===== config.mk =====
export PLATFORM = sky130hd
export DESIGN_NAME = htpa_roi_scan_ctrl
export DESIGN_NICKNAME = d
export VERILOG_FILES = /design/src/rtl/htpa_pkg.sv /design/src/rtl/htpa_roi_expand.sv /design/src/rtl/htpa_roi_scan_ctrl.sv
export SDC_FILE = /design/constraint.sdc
export NUM_CORES = 1
export LEC_CHECK = 0
export ABC_AREA = 1
export CAP_MARGIN = 20
export CELL_PAD_IN_SITES_DETAIL_PLACEMENT = 0
export CELL_PAD_IN_SITES_GLOBAL_PLACEMENT = 1
export CORE_AREA = 5 5 111 139
export DETAILED_ROUTE_END_ITERATION = 8
export DIE_AREA = 0 0 116 144
export PLACE_DENSITY_LB_ADDON = 0.2
export SYNTH_ARGS = -nofsm -noshare
export SYNTH_HDL_FRONTEND = slang
export SYNTH_SLANG_ARGS = --single-unit
export TNS_END_PERCENT = 1

===== constraint.sdc =====
create_clock -name clk -period 5.9 [get_ports clk]
set_input_delay 0.59 -clock clk [delete_from_list [all_inputs] [get_ports clk]]
set_output_delay 0.59 -clock clk [all_outputs]
set_load 0.005 [all_outputs]

===== src/rtl/htpa_pkg.sv =====
// Shared widths, default frame limits and controller state encoding for the
// HTPA region-of-interest scan path.
package htpa_pkg;

    localparam int X_W      = 7;
    localparam int Y_W      = 6;
    localparam int DCROSS_W = 9;
    localparam int GAP_W    = 2;

    localparam int X_MAX_DEF = 79;
    localparam int Y_MAX_DEF = 63;

    typedef enum logic [1:0] {
        ST_IDLE = 2'd0,
        ST_CALC = 2'd1,
        ST_SCAN = 2'd2,
        ST_DONE = 2'd3
    } state_t;

endpackage


===== src/rtl/htpa_roi_expand.sv =====
// Combinational search-window builder: derives the gap from dcross, widens
// the box by it and clamps every edge to the sensor frame.
module htpa_roi_expand
    import htpa_pkg::*;
#(
    parameter int X_MAX = X_MAX_DEF,
    parameter int Y_MAX = Y_MAX_DEF
) (
    input  logic [X_W-1:0]      xo,
    input  logic [X_W-1:0]      xn,
    input  logic [Y_W-1:0]      yo,
    input  logic [Y_W-1:0]      yn,
    input  logic [DCROSS_W-1:0] dcross,
    output logic [X_W-1:0]      wxo,
    output logic [X_W-1:0]      wxn,
    output logic [Y_W-1:0]      wyo,
    output logic [Y_W-1:0]      wyn
);

    localparam logic [X_W-1:0] XM = X_W'(X_MAX);
    localparam logic [Y_W-1:0] YM = Y_W'(Y_MAX);

    logic [GAP_W-1:0] gap;
    logic [X_W-1:0]   gap_x, xlo;
    logic [Y_W-1:0]   gap_y, ylo;
    logic [X_W:0]     xsum;
    logic [Y_W:0]     ysum;
    logic             unused_dcross;

    assign unused_dcross = ^dcross[DCROSS_W-2:GAP_W];

    always_comb begin
        gap   = dcross[DCROSS_W-1] ? '0 : dcross[GAP_W-1:0];
        gap_x = {{(X_W-GAP_W){1'b0}}, gap};
        gap_y = {{(Y_W-GAP_W){1'b0}}, gap};
        xlo   = (gap_x <= xo) ? xo - gap_x : '0;
        ylo   = (gap_y <= yo) ? yo - gap_y : '0;
        // One extra bit keeps xn+gap from wrapping before the clamp.
        xsum  = {1'b0, xn} + {1'b0, gap_x};
        ysum  = {1'b0, yn} + {1'b0, gap_y};
        // Low edges are clamped as well so an off-frame box still yields a
        // window the raster scan can terminate on.
        wxo   = (xlo > XM) ? XM : xlo;
        wyo   = (ylo > YM) ? YM : ylo;
        wxn   = (xsum > {1'b0, XM}) ? XM : xsum[X_W-1:0];
        wyn   = (ysum > {1'b0, YM}) ? YM : ysum[Y_W-1:0];
    end

endmodule


===== src/rtl/htpa_roi_scan_ctrl.sv =====
// Accepts one object box, widens it into a search window and raster-scans
// that window as a valid/ready stream of pixel coordinates.
module htpa_roi_scan_ctrl
    import htpa_pkg::*;
#(
    parameter int X_MAX = X_MAX_DEF,
    parameter int Y_MAX = Y_MAX_DEF
) (
    input  logic          clk,
    input  logic          rst,
    input  logic          req_valid,
    output logic          req_ready,
    input  logic [6:0]    req_xo,
    input  logic [6:0]    req_xn,
    input  logic [5:0]    req_yo,
    input  logic [5:0]    req_yn,
    input  logic [8:0]    req_dcross,
    input  logic          abort,
    output logic          pix_valid,
    input  logic          pix_ready,
    output logic [6:0]    pix_x,
    output logic [5:0]    pix_y,
    output logic          pix_first,
    output logic          pix_last,
    output logic [6:0]    win_xo,
    output logic [6:0]    win_xn,
    output logic [5:0]    win_yo,
    output logic [5:0]    win_yn,
    output logic          busy,
    output logic          done,
    output logic          err_box
);

    state_t              state;
    logic [X_W-1:0]      l_xo, l_xn, e_wxo, e_wxn, nx;
    logic [Y_W-1:0]      l_yo, l_yn, e_wyo, e_wyn, ny;
    logic [DCROSS_W-1:0] l_dcross;

    htpa_roi_expand #(.X_MAX(X_MAX), .Y_MAX(Y_MAX)) u_expand (
        .xo     (l_xo),
        .xn     (l_xn),
        .yo     (l_yo),
        .yn     (l_yn),
        .dcross (l_dcross),
        .wxo    (e_wxo),
        .wxn    (e_wxn),
        .wyo    (e_wyo),
        .wyn    (e_wyn)
    );

    // Next raster position after the current pixel is accepted.
    always_comb begin
        nx = pix_x;
        ny = pix_y;
        if (pix_x < win_xn) begin
            nx = pix_x + 7'd1;
        end else begin
            nx = win_xo;
            ny = pix_y + 6'd1;
        end
    end

    always_ff @(posedge clk or posedge rst) begin
        if (rst) begin
            state     <= ST_IDLE;
            req_ready <= 1'b1;
            pix_valid <= 1'b0;
            pix_x     <= '0;
            pix_y     <= '0;
            pix_first <= 1'b0;
            pix_last  <= 1'b0;
            win_xo    <= '0;
            win_xn    <= '0;
            win_yo    <= '0;
            win_yn    <= '0;
            busy      <= 1'b0;
            done      <= 1'b0;
            err_box   <= 1'b0;
            l_xo      <= '0;
            l_xn      <= '0;
            l_yo      <= '0;
            l_yn      <= '0;
            l_dcross  <= '0;
        end else begin
            done    <= 1'b0;
            err_box <= 1'b0;
            case (state)
                ST_IDLE: begin
                    if (req_valid) begin
                        l_xo     <= req_xo;
                        l_xn     <= req_xn;
                        l_yo     <= req_yo;
                        l_yn     <= req_yn;
                        l_dcross <= req_dcross;
                        if (req_xo > req_xn || req_yo > req_yn) begin
                            err_box <= 1'b1;
                        end else begin
                            state     <= ST_CALC;
                            req_ready <= 1'b0;
                            busy      <= 1'b1;
                        end
                    end
                end
                ST_CALC: begin
                    if (abort) begin
                        state     <= ST_IDLE;
                        req_ready <= 1'b1;
                        busy      <= 1'b0;
                    end else begin
                        win_xo    <= e_wxo;
                        win_xn    <= e_wxn;
                        win_yo    <= e_wyo;
                        win_yn    <= e_wyn;
                        pix_x     <= e_wxo;
                        pix_y     <= e_wyo;
                        pix_first <= 1'b1;
                        pix_last  <= (e_wxo == e_wxn) && (e_wyo == e_wyn);
                        pix_valid <= 1'b1;
                        state     <= ST_SCAN;
                    end
                end
                ST_SCAN: begin
                    // abort wins over an accept in the same cycle
                    if (abort) begin
                        state     <= ST_IDLE;
                        pix_valid <= 1'b0;
                        pix_first <= 1'b0;
                        pix_last  <= 1'b0;
                        req_ready <= 1'b1;
                        busy      <= 1'b0;
                    end else if (pix_ready) begin
                        if (pix_last) begin
                            state     <= ST_DONE;
                            pix_valid <= 1'b0;
                            pix_first <= 1'b0;
                            pix_last  <= 1'b0;
                            done      <= 1'b1;
                        end else begin
                            pix_x     <= nx;
                            pix_y     <= ny;
                            pix_first <= (nx == win_xo) && (ny == win_yo);
                            pix_last  <= (nx == win_xn) && (ny == win_yn);
                        end
                    end
                end
                ST_DONE: begin
                    state     <= ST_IDLE;
                    req_ready <= 1'b1;
                    busy      <= 1'b0;
                end
                default: state <= ST_IDLE;
            endcase
        end
    end

endmodule

==> metrics <==
RSZ-0062 raised after global routing=no; cell area reported after detailed placement=0.006456 sq mm; Synth Register Bits=77; combinational share of power=63.9%; Nets=915; initial standard-cell utilization of the core=38.91%; post-route worst hold slack=486.4 ps; CTS tree=yes; Crit. End Element=flip-flop; Antenna Violating Nets Remaining=0; count of TritonRoute iterations in the first routing pass=5; power per cell area=659.3 mW/mm^2; yosys warns=0; worst rel slew slack=29.30%; outcome=complete, no violations; Core Rows=49; total core area=0.01410 sq mm; net switching component of the power=0.002213 W; Resize count post-CTS=0; placed cell count=1005; highest net fanout along the worst path=21; per-cell routed wire length=14.47 microns; Post-Synth XOR/XNOR Area=3.193%; most area-hungry cell type in the Yosys netlist=dfrtp_1; IO Port Bufs=79; clk root buf=clkbuf_16; initial antenna violation count=0; most used flip-flop cell after synthesis=dfrtp_1; fraction of post-synthesis cell area in the top cell type by area=34.66%; via count of the first global-routing pass=5016; most common cell in the netlist=nand2_1; final period demand of the worst path=3111 ps; post-detailed-route via-to-cell ratio=4.977; clock-pin transition on the worst setup and hold timing paths=60 ps; sw frac=49.54%; area added between synthesis and finish=23.51%; depth of the CTS H-tree=3; Congestion Overflow GR=0; top achievable clock speed=321.4 MHz; Commonest cells post-synth=nand2_1 (204), inv_1 (99), dfrtp_1 (76); area fraction in and, or, nand and nor cells after synthesis=30.72%; maximum clock skew at final layout=6.173 ps; die span in x=116 microns; post-detailed-route DRC marker count=0; final estimated routing congestion in global placement=0.8573; global-route wire length before repair=24720 microns; Detail Placement HPWL=11650 microns; fraction of layout cells with a size suffix above 1=8.649%; Seq pwr share=23.8%; pin count of the biggest net entering global routing=78; final count of hold timing violations=0; hold crit path type=flip-flop to flip-flop; combinational family with the most area after synthesis=simple AND/OR/NAND/NOR gates; Sum Neg Setup Slack=0 ps; final standard cell count with taps included and fillers excluded=1022; Antenna Diode Count=0; die outline height=144 microns; distinct cell type count of the synthesized netlist=42; count of pins on the block boundary=86; post-cts hold buffer count=0; count of endpoints failing setup in the final report=0; final WL=14790 microns; leading cell types by total area after synthesis=dfrtp_1 (35%), nand2_1 (14%), ha_1 (7.3%); internal power consumption=0.002255 W; final number of max-transition violations=0; compound-gate portion of the synthesized area=11.93%; Adder-Cell Fraction of Synth Area=8.757%; Period Utilization, post-route=52.74%; number of vias in the routed layout=5086; number of violations of the max-capacitance limit=0; largest buffer count on any clock path=2; Iter 0 DRT Violations=308; post-synthesis cell area=0.005487 sq mm; Clk network pwr share=12.3%; element type at the critical path start=flip-flop; total number of clock tree sinks=77; number of flops mapped to enable cells by yosys=0; critical path class=flip-flop to flip-flop; post-CTS repair timing setup buffer count=0; WP data required=6160 ps; Worst-Margin Slew=1059 ps; endpoint arrival time on the critical path=3380 ps; number of clock buffers inserted by TritonCTS=9; share of the yosys chip area belonging to registers=35.14%; synthesized netlist net count=837; total routing usage reported by global routing=18.77%; average instance area after synthesis=7.210 sq um; post-synthesis instance total=761; Post-synth ARST share=100.0%; area of the die=0.01670 sq mm; Skew-Pair Late Insertion Delay=340 ps; worst ir drop on vdd=305.1 uV; leakage=3.325 nW; Post-Layout Inst Area=0.006777 sq mm; multiplexer share of the synthesized area=1.642%
## cells in the final DEF (no fill, tap or decap), drive strengths merged
cell             n
clkdlybuf4s50   79
or2              5
o22ai            8
nand3           61
ha              32
o211ai           4
nor2            79
xnor2            8
bufinv           1
and2             1
a31oi            4
dfstp            1
xor2            12
o21ai           63
dfrtp           76
clkinvlp         2
mux2             8
a21oi           38
nand2          221
inv            103
a21o             1
a32o             1
o21bai           1
fa               4
clkinv           4
nor3             1
a22oi            1
nand3b           3
buf              6
nand4            6
clkbuf          10
## worst paths after layout
| kind | startpoint | to | slack (ps) | depth (start not counted) |
|---|---|---|---|---|
| worst max-delay path | state[0] | pix_y[5] | 2790 | 11 |
| worst min-delay path | req_ready | req_ready | 490 | 2 |
| worst max register to register | state[0] | pix_y[5] | 2790 | 11 |
| worst min register to register | req_ready | req_ready | 490 | 2 |
| max in group asynchronous | rst | req_ready | 4630 | 4 |
| min in group asynchronous | rst | l_xn[6] | 640 | 3 |
## cell type report
| type | instances | area (sq um) |
|---|---|---|
| Multi-Input combinational cell | 562 | 3085 |
| Tap cell | 178 | 222.7 |
| Fill cell | 1466 | 7325 |
| Timing Repair Buffer | 85 | 855.8 |
| Clock buffer | 10 | 229.0 |
| Inverter | 104 | 391.6 |
| Clock inverter | 6 | 63.81 |
| Sequential cell | 77 | 1928 |
## flip-flops by register name, indices dropped and copies added, names as in the netlist
name / cells
win_yn: 6
pix_valid: 1
l_xo: 7
l_yn: 6
state: 2
done: 1
req_ready: 1
l_yo: 6
win_yo: 6
l_xn: 7
win_xn: 7
win_xo: 7
pix_last: 1
pix_first: 1
pix_x: 7
err_box: 1
pix_y: 6
busy: 1
l_dcross: 3
## power groups by stage
stage	sequential (W)	clock [W]	combinational, W
after floorplan	0.00101	0	0.00198
after global placement	0.00106	0	0.00283
after detailed placement	0.00107	0	0.00286
after CTS	0.00106	0.000561	0.00288
after global routing	0.00111	0.000587	0.00323
final	0.00106	0.000549	0.00286
## per-layer routing
layer,up-vias,global-route usage (%),routed length [microns]
met5,-,0,0
met1,2278,24.49,6492
met3,33,2.051,685
met4,0,8.491,504
met2,164,31.25,7105
li1,2611,-,-
## logic make-up (layout without fill, tap and decap cells)
| family | after synthesis | count (layout) |
|---|---|---|
| simple gates | 377 | 377 |
| flops | 77 | 77 |
| compound gates | 121 | 121 |
| buf+inv | 122 | 205 |
| fa+ha+maj | 36 | 36 |
| mux | 8 | 8 |
| xor+xnor | 20 | 20 |
## per-stage QoR
stage	setup WS (ps)	total power [W]	util [%]
3_5_place_dp	2812	0.003930	45.79
5_1_grt	2483	0.004923	48.06
6_report	2789	0.004468	48.06
2_1_floorplan	3345	0.002999	-
3_3_place_gp	2769	0.003893	45.79
4_1_cts	2801	0.004500	47.86
## worst max-delay path, stage by stage (launching register included)
cell and delay, ps:
dfrtp_1 380, inv_1 120, ha_1 700, inv_1 490
nor2_1 300, inv_1 130, a21oi_1 140, buf_4 280
inv_1 190, a21oi_1 170, nand2_1 70, o21ai_0 60
Note: power is estimated with default switching activity, not from simulation.
